File: config.mk
export PLATFORM = sky130hd
export DESIGN_NAME = can_register_file_flat
export DESIGN_NICKNAME = d
export VERILOG_FILES = /design/src/rtl/can_reg_if.sv /design/src/rtl/can_register_file.sv /design/src/flat_wrapper.sv
export SDC_FILE = /design/constraint.sdc
export NUM_CORES = 1
export LEC_CHECK = 0
export ABC_AREA = 1
export BUFFER_PORTS_ARGS = -buffer_cell sky130_fd_sc_hd__clkbuf_2
export CELL_PAD_IN_SITES_DETAIL_PLACEMENT = 1
export CELL_PAD_IN_SITES_GLOBAL_PLACEMENT = 1
export CORE_UTILIZATION = 34
export CTS_BUF_LIST = sky130_fd_sc_hd__clkbuf_8
export CTS_CLUSTER_SIZE = 12
export DETAILED_ROUTE_END_ITERATION = 8
export PLACE_DENSITY = 0.78
export SYNTH_ARGS = -nofsm -noshare
export SYNTH_HDL_FRONTEND = slang
export SYNTH_SLANG_ARGS = --single-unit
File: constraint.sdc
create_clock -name clk -period 1.35 [get_ports clk]
set_clock_uncertainty 0.15 [all_clocks]
set_input_delay 0.0675 -clock clk [delete_from_list [all_inputs] [get_ports clk]]
set_output_delay 0.0675 -clock clk [all_outputs]
set_load 0.005 [all_outputs]
File: src/rtl/can_reg_if.sv
// Host-side bus bundle for can_register_file: write port, read port, status set
// pulses, shadow commit and the active register image / interrupt back to the core.
interface can_reg_if #(
  parameter int unsigned WIDTH = 8,
  parameter int unsigned DEPTH = 4,
  parameter int unsigned AW    = 2
);
  logic                     we;
  logic [AW-1:0]            waddr;
  logic [WIDTH-1:0]         wdata;
  logic                     re;
  logic [AW-1:0]            raddr;
  logic [WIDTH-1:0]         rdata;
  logic                     rvalid;
  logic [DEPTH*WIDTH-1:0]   hw_set;
  logic                     commit;
  logic [DEPTH*WIDTH-1:0]   data_out;
  logic                     irq;

  modport master (
    output we, waddr, wdata, re, raddr, hw_set, commit,
    input  rdata, rvalid, data_out, irq
  );

  modport slave (
    input  we, waddr, wdata, re, raddr, hw_set, commit,
    output rdata, rvalid, data_out, irq
  );
endinterface

File: src/rtl/can_register_file.sv
// CAN FD receiver control/status register bank: R/W control bits, sticky W1C status bits.
// Optional shadow double-buffering of control bits when CAN_REG_SHADOW_EN is defined.
module can_register_file #(
  parameter int unsigned            WIDTH       = 8,
  parameter int unsigned            DEPTH       = 4,
  parameter int unsigned            AW          = 2,
  parameter logic [DEPTH*WIDTH-1:0] RESET_VALUE = '0,
  parameter logic [DEPTH*WIDTH-1:0] W1C_MASK    = '0
) (
  input  logic       clk,
  input  logic       rst_n,
  input  logic       rst_sync,
  can_reg_if.slave   bus
);
  localparam int unsigned NB = DEPTH * WIDTH;

  logic [NB-1:0]    act_q;
  logic [NB-1:0]    act_d;
  logic [NB-1:0]    wr_mask_c;
  logic [NB-1:0]    wdata_rep_c;
  logic [NB-1:0]    sts_d;
  logic [NB-1:0]    ctrl_d;
  logic [NB-1:0]    view_c;
  logic [WIDTH-1:0] rdata_q;
  logic [WIDTH-1:0] rdata_d;
  logic             rvalid_q;

  assign wdata_rep_c = {DEPTH{bus.wdata}};

  // Per-bit write enable; out-of-range addresses never match a register
  always_comb begin : write_decode
    wr_mask_c = '0;
    for (int i = 0; i < int'(DEPTH); i++) begin
      if (bus.we && (bus.waddr == AW'(i))) begin
        wr_mask_c[i*WIDTH +: WIDTH] = '1;
      end
    end
  end

  // Set wins over a same-cycle clear so no hardware event is lost
  assign sts_d = ((act_q & ~(wr_mask_c & wdata_rep_c)) | bus.hw_set) & W1C_MASK;

`ifdef CAN_REG_SHADOW_EN
  logic [NB-1:0] shd_q;
  logic [NB-1:0] shd_d;

  assign shd_d  = ((wr_mask_c & wdata_rep_c) | (~wr_mask_c & shd_q)) & ~W1C_MASK;
  // Commit uses shd_d so a write in the commit cycle lands in active directly
  assign ctrl_d = bus.commit ? shd_d : (act_q & ~W1C_MASK);
  assign view_c = shd_q | (act_q & W1C_MASK);

  always_ff @(posedge clk or negedge rst_n) begin : shadow_reg
    if (!rst_n) begin
      shd_q <= RESET_VALUE & ~W1C_MASK;
    end else if (rst_sync) begin
      shd_q <= RESET_VALUE & ~W1C_MASK;
    end else begin
      shd_q <= shd_d;
    end
  end
`else
  logic unused_commit;

  assign unused_commit = bus.commit;
  assign ctrl_d = ((wr_mask_c & wdata_rep_c) | (~wr_mask_c & act_q)) & ~W1C_MASK;
  assign view_c = act_q;
`endif

  assign act_d = sts_d | ctrl_d;

  // Read mux returns zero for addresses beyond DEPTH
  always_comb begin : read_mux
    rdata_d = '0;
    for (int i = 0; i < int'(DEPTH); i++) begin
      if (bus.raddr == AW'(i)) begin
        rdata_d = view_c[i*WIDTH +: WIDTH];
      end
    end
  end

  always_ff @(posedge clk or negedge rst_n) begin : state_reg
    if (!rst_n) begin
      act_q    <= RESET_VALUE;
      rdata_q  <= '0;
      rvalid_q <= 1'b0;
    end else if (rst_sync) begin
      act_q    <= RESET_VALUE;
      rdata_q  <= '0;
      rvalid_q <= 1'b0;
    end else begin
      act_q    <= act_d;
      rvalid_q <= bus.re;
      if (bus.re) begin
        rdata_q <= rdata_d;
      end
    end
  end

  assign bus.data_out = act_q;
  assign bus.rdata    = rdata_q;
  assign bus.rvalid   = rvalid_q;
  assign bus.irq      = |(act_q & W1C_MASK);

endmodule

File: src/flat_wrapper.sv
// flat-port wrapper written by rule: the top's interface ports become plain ports
module can_register_file_flat 
#(
  parameter int unsigned            WIDTH       = 8,
  parameter int unsigned            DEPTH       = 4,
  parameter int unsigned            AW          = 2,
  parameter logic [DEPTH*WIDTH-1:0] RESET_VALUE = '0,
  parameter logic [DEPTH*WIDTH-1:0] W1C_MASK    = '0
)
  (clk, rst_n, rst_sync, bus_we, bus_waddr, bus_wdata, bus_re, bus_raddr, bus_hw_set, bus_commit, bus_rdata, bus_rvalid, bus_data_out, bus_irq);
  can_reg_if #(.WIDTH(WIDTH), .DEPTH(DEPTH), .AW(AW)) bus_i ();
  input  logic clk;
  input  logic rst_n;
  input  logic rst_sync;
  input wire logic [$bits(bus_i.we)-1:0] bus_we;
  input wire logic [$bits(bus_i.waddr)-1:0] bus_waddr;
  input wire logic [$bits(bus_i.wdata)-1:0] bus_wdata;
  input wire logic [$bits(bus_i.re)-1:0] bus_re;
  input wire logic [$bits(bus_i.raddr)-1:0] bus_raddr;
  input wire logic [$bits(bus_i.hw_set)-1:0] bus_hw_set;
  input wire logic [$bits(bus_i.commit)-1:0] bus_commit;
  output wire logic [$bits(bus_i.rdata)-1:0] bus_rdata;
  output wire logic [$bits(bus_i.rvalid)-1:0] bus_rvalid;
  output wire logic [$bits(bus_i.data_out)-1:0] bus_data_out;
  output wire logic [$bits(bus_i.irq)-1:0] bus_irq;
  assign bus_i.we = bus_we;
  assign bus_i.waddr = bus_waddr;
  assign bus_i.wdata = bus_wdata;
  assign bus_i.re = bus_re;
  assign bus_i.raddr = bus_raddr;
  assign bus_i.hw_set = bus_hw_set;
  assign bus_i.commit = bus_commit;
  assign bus_rdata = bus_i.rdata;
  assign bus_rvalid = bus_i.rvalid;
  assign bus_data_out = bus_i.data_out;
  assign bus_irq = bus_i.irq;
  can_register_file #(.WIDTH(WIDTH), .DEPTH(DEPTH), .AW(AW), .RESET_VALUE(RESET_VALUE), .W1C_MASK(W1C_MASK)) u_core (.clk(clk), .rst_n(rst_n), .rst_sync(rst_sync), .bus(bus_i));
endmodule
### Yosys cells after proc, flatten, opt, wreduce, memory -nomap -nowiden

Index checks and enable logic that the tools add are counted.
W data, S select, Z words.

| storage, ports and cells | value |
|---|---|
| register bits after elaboration | 41 |

| cells by class | value |
|---|---|
| eq/ne operators | 6 |
| multiplexer cells | 12 |
| bitwise operators | 4 |
| reductions and logical operators | 7 |

Operator list:

| kind | number |
|---|---|
| $mux W8 | 10 |
| $and A32 B32 Y32 | 2 |
| $mux W32 | 1 |
| $not A32 Y32 | 1 |
| $or A32 B32 Y32 | 1 |
| $eq A2 B2 Y1 const B | 4 |
| $eq A2 B1 Y1 const B | 2 |
| $logic_and A1 B1 Y1 | 4 |
| $logic_not A2 Y1 | 2 |
| $reduce_bool A2 Y1 | 1 |
| $mux W1 | 1 |

### Longest topological paths before layout

Gate-level depths: netlist of run 1.

| logic depth | value |
|---|---|
| depth in word-level cells | 7 |
| gate-level depth with buffers | 8 |
| depth with buffers taken out | 7 |

### Worst setup path after synthesis of run 1

No wires, ideal clock.

| timing path | value |
|---|---|
| kind | flip-flop to flip-flop |
| start | register u_core.act_q[23], in the netlist u_core.bus.data_out[23] |
| end | register u_core.rdata_q[7], in the netlist u_core.bus.rdata[7] |
| data arrival time | 0.847 ns |
| setup slack | 0.236 ns |
| cell stages (with the launch flop) | 6 |
| path through | dfrtp_1 -> or2_2 -> nand2_1 -> nand2_1 -> nand2_1 -> nand2_1 |

| on the way | value |
|---|---|
| cells in the longest elaborated chain, start to end | 4 |

Ends and longest elaborated chain:

| what | line | RTL |
|---|---|---|
| from (decl) | can_register_file.sv:17 | `logic [NB-1:0] act_q;` |
| from (signal assigned) | can_register_file.sv:91 | `act_q <= act_d;` |
| $mux W8 (2 in a row) | can_register_file.sv:75 | `if (bus.raddr == AW'(i)) begin` |
| $mux W8 | can_register_file.sv:93 | `if (bus.re) begin` |
| $mux W8 | can_register_file.sv:86 | `end else if (rst_sync) begin` |
| to (signal assigned) | can_register_file.sv:94 | `rdata_q <= rdata_d;` |
| to (decl) | can_register_file.sv:24 | `logic [WIDTH-1:0] rdata_q;` |

Every way passes these cells. The select of a mux whose other input is x is not followed.
A chain may end at the register's enable or synchronous reset.

### Worst setup path after layout of run 1

Same ends and word-level chain as after synthesis.

==> results of run 1 <==
what timing repair did:
item | in CTS | in global routing
endpoints found under the hold margin | 72 | 0
endpoints found under the setup margin | 0 | 0
hold buffers | 11 | 0
cells by family (layout without fill, tap and decap cells):
kind of cell,Yosys count,after routing,share of synthesized area (%)
AND/OR/NAND/NOR,104,104,21.6
AO/OA/AOI/OAI,59,59,16.3
flip-flops,41,41,51.4
buffers and inverters,41,112,10.4
other,1,1,0.188
stage by stage:
stage	util (%)	setup WS, ns	std cells	cell area [sq um]	hold slack, ns
finish	46.1	0.143	389	2570	0.0588
global route	46.1	0.0755	389	2570	0.0701
CTS	46.1	0.138	389	2570	0.0625
detailed placement	42.3	0.137	371	2360	-0.0852
global placement	42.3	0.170	371	2360	-0.0878
floorplan	-	0.236	246	1990	-0.378
per-layer routing:
layer / routed length, um / part of all wire (%)
met1: 2730 / 48
met2: 2690 / 48
met3: 162 / 2.9
met4: 68 / 1.2
met5: 0 / 0
worst paths after layout:
| kind | startpoint | end | cells past startpoint |
|---|---|---|---|
| worst min-delay path | rst_sync | u_core.bus.rdata[0]$_DFFE_PN0P_ | 5 |
| min in group asynchronous | rst_n | u_core.bus.data_out[15]$_DFF_PN0_ | 3 |
| max in group asynchronous | rst_n | u_core.bus.data_out[13]$_DFF_PN0_ | 3 |
| worst min register to register | u_core.bus.rdata[6]$_DFFE_PN0P_ | u_core.bus.rdata[6]$_DFFE_PN0P_ | 2 |
| worst max register to register | u_core.bus.data_out[23]$_DFF_PN0_ | u_core.bus.rdata[7]$_DFFE_PN0P_ | 5 |
| worst max-delay path | u_core.bus.data_out[23]$_DFF_PN0_ | u_core.bus.rdata[7]$_DFFE_PN0P_ | 5 |
power breakdown:
group          switching, W  internal, W  leakage, nW
registers         0.0000436      0.00129        0.555
clock network      0.000413     0.000537       0.0540
logic              0.000245     0.000170        0.754
sequential cells by signal (all words and copies together), names as in the netlist:
register and cells:
u_core.bus.data_out 32, u_core.bus.rvalid 1, u_core.bus.rdata 8
final cells by class:
class,instances,area (sq um),area share (%)
Sequential cell,41,1030,39.9
Multi-Input combinational cell,164,761,29.6
Tap cell,72,90.1,3.51
Inverter,29,109,4.24
Timing Repair Buffer,76,480,18.7
Clock buffer,5,68.8,2.68
Clock inverter,2,35.0,1.36
worst max-delay path, stage by stage, from the launching register on:
cell	delay, ns
dfrtp_1	0.40
or2_2	0.30
nand2_1	0.07
nand2_1	0.06
nand2_1	0.08
nand2_1	0.05
cell usage in the layout (no fill, tap or decap):
| master | Yosys | routed |
|---|---|---|
| buf_4 | 2 | 6 |
| nand2_2 | 1 | 1 |
| conb_1 | 1 | 1 |
| buf_12 | 0 | 2 |
| nand3_2 | 1 | 1 |
| or2_0 | 4 | 4 |
| clkbuf_2 | 0 | 57 |
| nor2_2 | 1 | 1 |
| clkbuf_8 | 1 | 5 |
| o21ai_1 | 2 | 2 |
| bufinv_16 | 0 | 1 |
| a31oi_1 | 8 | 8 |
| nand2_1 | 55 | 55 |
| clkinv_2 | 0 | 1 |
| nand3_1 | 8 | 8 |
| a211oi_1 | 8 | 8 |
| inv_2 | 2 | 2 |
| or2_2 | 1 | 1 |
| a21oi_1 | 14 | 14 |
| nor2_4 | 1 | 1 |
| dlygate4sd3_1 | 0 | 11 |
| o21ai_0 | 27 | 27 |
| dfrtp_1 | 41 | 41 |
| inv_1 | 27 | 27 |
| nor2_1 | 32 | 32 |
==> summary.txt, run 1 <==
Run status
  • Outcome: complete, no violations

Logic synthesis
  • Cell with the most instances after synthesis: nand2_1
  • Synthesized Nets: about 300
  • Avg Cell Area, Syn: between 8 and 9 sq um
  • Mapped Cells: roughly 250
  • Dominant cells by area after synthesis: dfrtp_1 (51%), nand2_1 (10%), o21ai_0 (6.8%)
  • Number of synthesized flops with an enable pin: 0
  • Share of the synthesized area in the top cell type: roughly half
  • Syn. warnings: 0
  • Seq cells post-synth: 41
  • Most instantiated cells after synthesis: nand2_1 (55), dfrtp_1 (41), nor2_1 (32)
  • Post-synth ARST share: 100%
  • Mapped Area: around 2000 sq um
  • Cell variety after synth: 24
  • Post-synth top flop: dfrtp_1
  • Seq/Total Area, Yosys: about half
  • Synth area leader: dfrtp_1

Timing
  • Hold Vio Cnt, Final: 0
  • Final min period: 1.21 ns
  • Setup TNS: 0 ns
  • RSZ-0062 raised after global routing: no
  • Fin. max-slew vios: 0
  • Final setup viols: 0
  • Fmax achieved: a little over 0.8 GHz
  • Tcrit/Tclk final: roughly 89%

Final layout
  • # fillers: about 710
  • Ant. Diodes: 0
  • Layout cell share with drive strength beyond 1: 24.9%
  • Nets: 367
  • P&R area growth vs syn: 28.9%

Die
  • Die Span Y: 78.6 um
  • Row cnt: 27
  • Initial Utilization: between 30% and 40%
  • Core area: 5570 sq um
  • Top-Level Pins: 92
  • Die ar.: around 6000 sq um
  • Die width: between 70 and 80 um

GRT
  • Vias in the first global route: 1,891
  • Initial antenna violation count: 0
  • First-pass GRT wire length: 9.38 mm
  • Largest net degree at the start of global routing: 42
  • Overflow after GRT: 0
  • Met2 Use GR: roughly 33%
  • Grt peak-use layer: met2
  • GRT Util Overall: between 15 and 20%
  • Met3 GRT Util: about 3.0%
  • GR met1 Demand/Resource: a little over a quarter

Placed design
  • RePlAce Congestion: between 0.7 and 0.8
  • Dpl hpwl: around 4.2 mm
  • Number of I/O port buffers: 57

Setup path
  • Max FO, Critical Path: 3
  • WS Path Type: flop to flop
  • Critical path launch point type: flop
  • Arrival @ worst endpoint: ~1.3 ns
  • CP Data Required Time: 1.39 ns
  • Worst reg2reg setup slack: 0.14 ns
  • Worst setup EP type: flop

CTS
  • CTS clock-pin slew for the worst setup and hold paths: 0.08 ns
  • Clk_lat worst skew: ~0.29 ns
  • CTS H-tree lvls: 2
  • CTS tree: done
  • Number of buffers created by CTS: 5
  • Clock Sink Count: 41
  • Post-CTS Resized: 0
  • Post CTS Setup Buffer Count: 0
  • Clk root buf: clkbuf_8
  • Buffer depth of the longest clock path: 2

Min path
  • Worst Hold Class: input port to flop

Route
  • Routed WL per cell: roughly 15 um
  • Antenna viol nets, final: 0
  • Starting DRT DRC Count: between 100 and 150
  • Via density: between 4 and 5
  • Final wirelength: between 5 and 6 mm
  • DR vias: 1,851
  • DRC errors left: 0
  • First drt pass iteration count: 4

Job
  • Max-Cap Viols: 0

Power and ir drop
  • Pleak: 1.36 nW
  • Peak VDD IR: around 0.41 mV
  • Power Dens Cells: between 1000 and 1500 nW/um^2
  • Tot Pwr: approximately 0.0027 W
No activity file was read; power rests on OpenSTA's default activity.
==> run 2: changes to the inputs <==
Settings changed: CORE_UTILIZATION 34 to 36, PLACE_DENSITY 0.78 to 0.83.
Clock period 1.35 ns to 1.55 ns, I/O delays scaled along.
==> summary.txt, run 2 (synthesized netlist as in run 1, its figures left out) <==
Run status
  • Outcome: complete, no violations (unchanged)

Min path
  • Worst Hold Class: input port to flop (unchanged)

Final layout
  • Non-filler cells, final: 385 (was 389)
  • Most common cell after layout, fill and taps aside: clkbuf_2 (unchanged)
  • Finished Cell Area: 2530 sq um (was 2570 sq um)
  • Nets: 364 (was 367)
  • Layout cell share with drive strength beyond 1: 24.1% (was 24.9%)
  • Commonest non-fill, non-tap cells in the layout: clkbuf_2 (57), nand2_1 (55), dfrtp_1 (41), nor2_1 (32), inv_1 (28) (was clkbuf_2 (57), nand2_1 (55), dfrtp_1 (41), nor2_1 (32))
  • Ant. Diodes: 0 (unchanged)
  • Max reg flops: 32 (unchanged)
  • P&R area growth vs syn: 27.0% (was 28.9%)

Power and ir drop
  • Pleak: 1.35 nW (was 1.36 nW)
  • Power Dens Cells: 945 nW/um^2 (was 1050 nW/um^2)
  • Peak VDD IR: 0.378 mV (was 0.409 mV)

Setup path
  • Setup crit start: rst_sync (was u_core.bus.data_out[23]$_DFF_PN0_)
  • Slowest CP cell: dlygate4sd3_1 (was dfrtp_1)
  • Arrival @ worst endpoint: 1.49 ns (was 1.25 ns)
  • Max FO, Critical Path: 24 (was 3)
  • Reg2Reg Depth: 6 (was 5)
  • WS Path Type: input port to flop (was flop to flop)
  • Crit path cell chain: dlygate4sd3_1 > clkbuf_2 > inv_1 > buf_4 > o21ai_0 > a21oi_1 (was or2_2 > nand2_1 > nand2_1 > nand2_1 > nand2_1)
  • RR Endpoint: u_core.bus.rdata[1]$_DFFE_PN0P_ (was u_core.bus.rdata[7]$_DFFE_PN0P_)
  • Critical path launch point type: input port (was flop)
  • CP Data Required Time: 1.62 ns (was 1.39 ns)
  • Worst setup path endpoint: u_core.bus.data_out[11]$_DFF_PN0_ (was u_core.bus.rdata[7]$_DFFE_PN0P_)
  • Worst setup EP type: flop (unchanged)
  • Reg-to-Reg Start: u_core.bus.data_out[1]$_DFF_PN0_ (was u_core.bus.data_out[23]$_DFF_PN0_)
  • Slowest stage delay, CP: 0.53 ns (was 0.40 ns)
  • Worst reg2reg setup slack: 0.35 ns (was 0.14 ns)

Die
  • Row cnt: 26 (was 27)
  • Die ar.: 5840 sq um (was 6180 sq um)
  • Core area: 5200 sq um (was 5570 sq um)
  • Top-Level Pins: 92 (unchanged)
  • Die Span Y: 76.4 um (was 78.6 um)
  • Initial Utilization: 38.3% (was 35.8%)
  • Die width: 76.4 um (was 78.6 um)

Timing
  • Hold Vio Cnt, Final: 0 (unchanged)
  • Final setup viols: 0 (unchanged)
  • Fmax achieved: slightly above 0.7 GHz
  • Final min period: 1.42 ns
  • RSZ-0062 raised after global routing: no (unchanged)
  • Tightest Pin Transition: approximately 0.54 ns
  • Fin. max-slew vios: 0 (unchanged)
  • Rel. slew slack: around 64%
  • Tcrit/Tclk final: approximately 91%
  • Setup TNS: 0 ns (unchanged)
  • Hold_ws: 0.0678 ns (was 0.0588 ns)

Route
  • Starting DRT DRC Count: 90 (was 109)
  • Via density: 4.89 (was 4.76)
  • Routed WL per cell: 15.3 um (was 14.5 um)
  • DR vias: 1,882 (was 1,851)
  • First drt pass iteration count: 4 (unchanged)
  • DRC errors left: 0 (unchanged)
  • Final wirelength: 5.88 mm (was 5.65 mm)
  • Antenna viol nets, final: 0 (unchanged)

Placed design
  • Placement Cell Area: 2310 sq um (was 2360 sq um)
  • Dpl hpwl: 4.30 mm (was 4.17 mm)
  • Number of I/O port buffers: 57 (unchanged)
  • RePlAce Congestion: 0.765 (was 0.790)
  • Placed Cells: 366 (was 371)

CTS
  • Clk_lat worst skew: 0.29 ns (about the same)
  • Number of buffers created by CTS: 5 (unchanged)
  • CTS clock-pin slew for the worst setup and hold paths: 0.08 ns (about the same)
  • Post CTS Setup Buffer Count: 0 (unchanged)
  • CTS H-tree lvls: 2 (unchanged)
  • Buffer depth of the longest clock path: 2 (unchanged)
  • Clk root buf: clkbuf_8 (unchanged)
  • Post-CTS Resized: 0 (unchanged)
  • CTS tree: done (unchanged)
  • Clock Sink Count: 41 (unchanged)

GRT
  • GRT Util Overall: 21.6% (was 19.8%)
  • Vias in the first global route: 2,023 (was 1,891)
  • Initial antenna violation count: 0 (unchanged)
  • Largest net degree at the start of global routing: 25 (was 42)
  • First-pass GRT wire length: 9.96 mm (was 9.38 mm)
  • Overflow after GRT: 0 (unchanged)

Job
  • Max-Cap Viols: 0 (unchanged)
-- run 2: final cells by class --
class                           instances  area (sq um)
Clock buffer                            6          82.6
Clock inverter                          2          33.8
Timing Repair Buffer                   73           433
Inverter                               29           109
Fill cell                             679          2670
Tap cell                               70          87.6
Multi-Input combinational cell        164           761
Sequential cell                        41          1030
-- run 2: power breakdown --
| group | leakage (nW) | switching [W] | internal (W) |
|---|---|---|---|
| registers | 0.555 | 0.0000355 | 0.00112 |
| clock network | 0.0626 | 0.000362 | 0.000519 |
| logic | 0.730 | 0.000218 | 0.000137 |
-- run 2: how the worst min path moves through the flow --
stage | start | end | cells past startpoint
floorplan | rst_n | u_core.bus.data_out[0]$_DFF_PN0_ | 0
global placement | rst_n | u_core.bus.data_out[15]$_DFF_PN0_ | 1
detailed placement | rst_n | u_core.bus.rdata[7]$_DFFE_PN0P_ | 1
CTS | bus_waddr[0] | u_core.bus.data_out[23]$_DFF_PN0_ | 4
global route | bus_waddr[0] | u_core.bus.data_out[23]$_DFF_PN0_ | 4
finish | bus_waddr[0] | u_core.bus.data_out[19]$_DFF_PN0_ | 4
-- run 2: through the flow --
step / util, % / total power, W / worst slack, ns
6_report: 48.7 / 0.00239 / 0.132
5_1_grt: 48.7 / 0.00250 / 0.0168
4_1_cts: 48.7 / 0.00242 / 0.140
3_5_place_dp: 44.3 / 0.00151 / 0.227
3_3_place_gp: 44.3 / 0.00150 / 0.309
2_1_floorplan: - / 0.00135 / 0.436
-- run 2: what timing repair did --
action                     CTS  global route
setup endpoints to repair    0             0
hold endpoints to repair    49             0
hold buffers                11             0
-- run 2: worst max-delay path, delay by kind of cell --
kind / cells / cell delay [ns]
AOI/OAI and AO/OA: 2 / 0.28
buffers and inverters: 4 / 1.12
-- run 2: layer usage --
| layer | GRT usage (%) | up-vias | wire, um |
|---|---|---|---|
| li1 | - | 926 | - |
| met5 | 0 | - | 0 |
| met4 | 6.35 | 0 | 60 |
| met2 | 37.2 | 50 | 2920 |
| met3 | 2.87 | 5 | 198 |
| met1 | 28.3 | 901 | 2710 |
==> run 3: changes to the inputs <==
Settings changed: CORE_ASPECT_RATIO set to 2, GPL_TIMING_DRIVEN set to 0.
==> summary.txt, run 3 (synthesized netlist as in run 1, its figures left out) <==
Run status
  • Outcome: complete, no violations (unchanged)

GRT
  • Vias in the first global route: 2,013 (was 2,023)
  • Largest net degree at the start of global routing: 42 (was 25)
  • GRT Util Overall: 23.4% (was 21.6%)
  • First-pass GRT wire length: 9.81 mm (was 9.96 mm)
  • Initial antenna violation count: 0 (unchanged)
  • Overflow after GRT: 0 (unchanged)

Timing
  • Tightest Pin Transition: 1.04 ns (was 0.535 ns)
  • Tcrit/Tclk final: 94.9% (was 91.5%)
  • Final setup viols: 0 (unchanged)
  • Rel. slew slack: 30.6% (was 64.2%)
  • Hold Vio Cnt, Final: 0 (unchanged)
  • Final min period: 1.47 ns (was 1.42 ns)
  • Hold_ws: 0.0582 ns (was 0.0678 ns)
  • RSZ-0062 raised after global routing: no (unchanged)
  • Setup TNS: 0 ns (unchanged)
  • Fin. max-slew vios: 0 (unchanged)
  • Worst Setup Slack, final: 0.0793 ns (was 0.132 ns)
  • Fmax achieved: 0.680 GHz (was 0.705 GHz)

Setup path
  • Critical path launch point type: input port (unchanged)
  • Worst setup EP type: flop (unchanged)
  • Slowest stage delay, CP: 0.55 ns (was 0.53 ns)
  • WS Path Type: input port to flop (unchanged)
  • Reg-to-Reg Start: u_core.bus.data_out[30]$_DFF_PN0_ (was u_core.bus.data_out[1]$_DFF_PN0_)
  • CP delay by family, top: buffers and inverters (unchanged)
  • Worst reg2reg setup slack: 0.13 ns (was 0.35 ns)
  • CP Data Required Time: 1.65 ns (was 1.62 ns)
  • WP buf/inv: 3 (was 4)
  • Critical path's most frequent cell: nand2_1
  • Arrival @ worst endpoint: 1.57 ns (was 1.49 ns)
  • Slowest CP cell: dlygate4sd3_1 (unchanged)
  • Reg2Reg Depth: 3 (was 6)
  • RR Endpoint: u_core.bus.data_out[30]$_DFF_PN0_ (was u_core.bus.rdata[1]$_DFFE_PN0P_)
  • Max FO, Critical Path: 10 (was 24)
  • Crit path cell chain: dlygate4sd3_1 > buf_6 > inv_1 > nand2_2 > a31oi_1 > nand2_1 > nand2_1 (was dlygate4sd3_1 > clkbuf_2 > inv_1 > buf_4 > o21ai_0 > a21oi_1)

Min path
  • Worst hold path startpoint: bus_raddr[0] (was bus_waddr[0])
  • Worst Hold Class: input port to flop (unchanged)
  • Worst Hold Depth: 6 (was 4)
  • Hold Crit Endpoint: u_core.bus.rdata[4]$_DFFE_PN0P_ (was u_core.bus.data_out[19]$_DFF_PN0_)

Power and ir drop
  • Peak VDD IR: 0.644 mV (was 0.378 mV)
  • Pleak: 1.38 nW (was 1.35 nW)
  • Power Dens Cells: 898 nW/um^2 (was 945 nW/um^2)
  • Tot Pwr: 0.00231 W (was 0.00239 W)

Route
  • DR vias: 1,862 (was 1,882)
  • Routed WL per cell: 15.4 um (was 15.3 um)
  • DRC errors left: 0 (unchanged)
  • Starting DRT DRC Count: 41 (was 90)
  • Final wirelength: 5.88 mm (about the same)
  • Antenna viol nets, final: 0 (unchanged)
  • First drt pass iteration count: 4 (unchanged)
  • Via density: 4.89 (about the same)

CTS
  • Clk root buf: clkbuf_8 (unchanged)
  • Buffer depth of the longest clock path: 2 (unchanged)
  • Number of buffers created by CTS: 5 (unchanged)
  • CTS clock-pin slew for the worst setup and hold paths: 0.08 ns (about the same)
  • CTS tree: done (unchanged)
  • Clock Sink Count: 41 (unchanged)
  • Clk_lat worst skew: 0.31 ns (was 0.29 ns)
  • CTS H-tree lvls: 2 (unchanged)

Die
  • Row cnt: 38 (was 26)
  • Core area: 5370 sq um (was 5200 sq um)
  • Top-Level Pins: 92 (unchanged)
  • Die ar.: 5860 sq um (was 5840 sq um)
  • Die Span Y: 107 um (was 76.4 um)
  • Initial Utilization: 37.1% (was 38.3%)
  • Die width: 54.6 um (was 76.4 um)

Final layout
  • P&R area growth vs syn: 28.7% (was 27.0%)
  • Multi-input combinational cell area: 761 sq um (unchanged)
  • Nets: 370 (was 364)
  • Ant. Diodes: 0 (unchanged)
  • Max reg flops: 32 (unchanged)
  • # fillers: 690 (was 679)
  • Most common cell after layout, fill and taps aside: clkbuf_2 (unchanged)
  • Commonest non-fill, non-tap cells in the layout: clkbuf_2 (56), nand2_1 (55), dfrtp_1 (41), nor2_1 (32) (was clkbuf_2 (57), nand2_1 (55), dfrtp_1 (41), nor2_1 (32), inv_1 (28))
  • Seq. cell area: 1030 sq um (unchanged)
  • Layout cell share with drive strength beyond 1: 25.2% (was 24.1%)

Placed design
  • Dpl hpwl: 4.47 mm (was 4.30 mm)
  • RePlAce Congestion: 0.819 (was 0.765)
  • Worst slack, placed: 0.295 ns (was 0.227 ns)
  • Number of I/O port buffers: 55 (was 57)

Job
  • Max-Cap Viols: 0 (unchanged)
-- run 3: cell count changes in the layout (fill, tap and decap cells not counted) --
| cell | previous run | this run |
|---|---|---|
| clkbuf_8 | 6 | 8 |
| buf_2 | 0 | 4 |
| bufinv_16 | 1 | 0 |
| dlygate4sd3_1 | 11 | 12 |
| buf_6 | 0 | 3 |
| buf_4 | 5 | 2 |
| clkinv_2 | 0 | 1 |
| inv_1 | 28 | 27 |
| clkbuf_2 | 57 | 56 |
| dlymetal6s2s_1 | 0 | 1 |
-- run 3: repair_timing --
action,in CTS,in global routing
resized for setup,0,2
endpoints found under the setup margin,0,10
hold buffers,12,0
endpoints found under the hold margin,72,0
buffers inserted,0,0
-- run 3: power breakdown --
group | internal (W) | switching, W
Clock | 0.000402 | 0.000383
Sequential | 0.00112 | 0.0000381
Combinational | 0.000147 | 0.000213
-- run 3: metal layers --
layer / vias up / GRT usage, % / routed length [um]
met1: 885 / 25.2 / 2130
li1: 934 / - / -
met4: 0 / 8.97 / 100
met5: - / 0 / 0
met3: 7 / 4.10 / 157
met2: 36 / 42.2 / 3490
-- run 3: how the worst max path moves through the flow --
stage	from	to	slack (ns)	cells past startpoint
floorplan	u_core.bus.data_out[23]$_DFF_PN0_	u_core.bus.rdata[7]$_DFFE_PN0P_	0.44	5
global placement	rst_sync	u_core.bus.data_out[7]$_DFF_PN0_	0.32	5
detailed placement	rst_sync	u_core.bus.data_out[2]$_DFF_PN0_	0.30	5
CTS	rst_sync	u_core.bus.data_out[2]$_DFF_PN0_	0.03	6
global route	rst_sync	u_core.bus.rdata[0]$_DFFE_PN0P_	0.001	7
finish	rst_sync	u_core.bus.rdata[0]$_DFFE_PN0P_	0.08	7
-- run 3: tightest hold or removal path: stages --
cell	delay, ns
buf_6	0.12
nand2_1	0.06
nand3_1	0.07
nand2_1	0.05
nand2_1	0.05
nand2_1	0.04
-- run 3: through the flow --
| step | std cells | cell area (sq um) | utilization (%) |
|---|---|---|---|
| CTS | 381 | 2570 | 47.8 |
| floorplan | 246 | 1990 | - |
| detailed placement | 361 | 2340 | 43.6 |
| global route | 381 | 2570 | 47.8 |
| global placement | 361 | 2340 | 43.6 |
| finish | 381 | 2570 | 47.8 |
-- run 3: area by class of cell --
cell class              instances  share of cell area, %
flip-flops and latches         41                   40.0
multi-input cells             164                   29.6
repair buffers                 67                   15.4
inverters                      29                   4.24
plain buffers                  12                   3.90
clock buffers                   7                   3.75
well taps                      60                   2.92
clock inverters                 1                  0.195
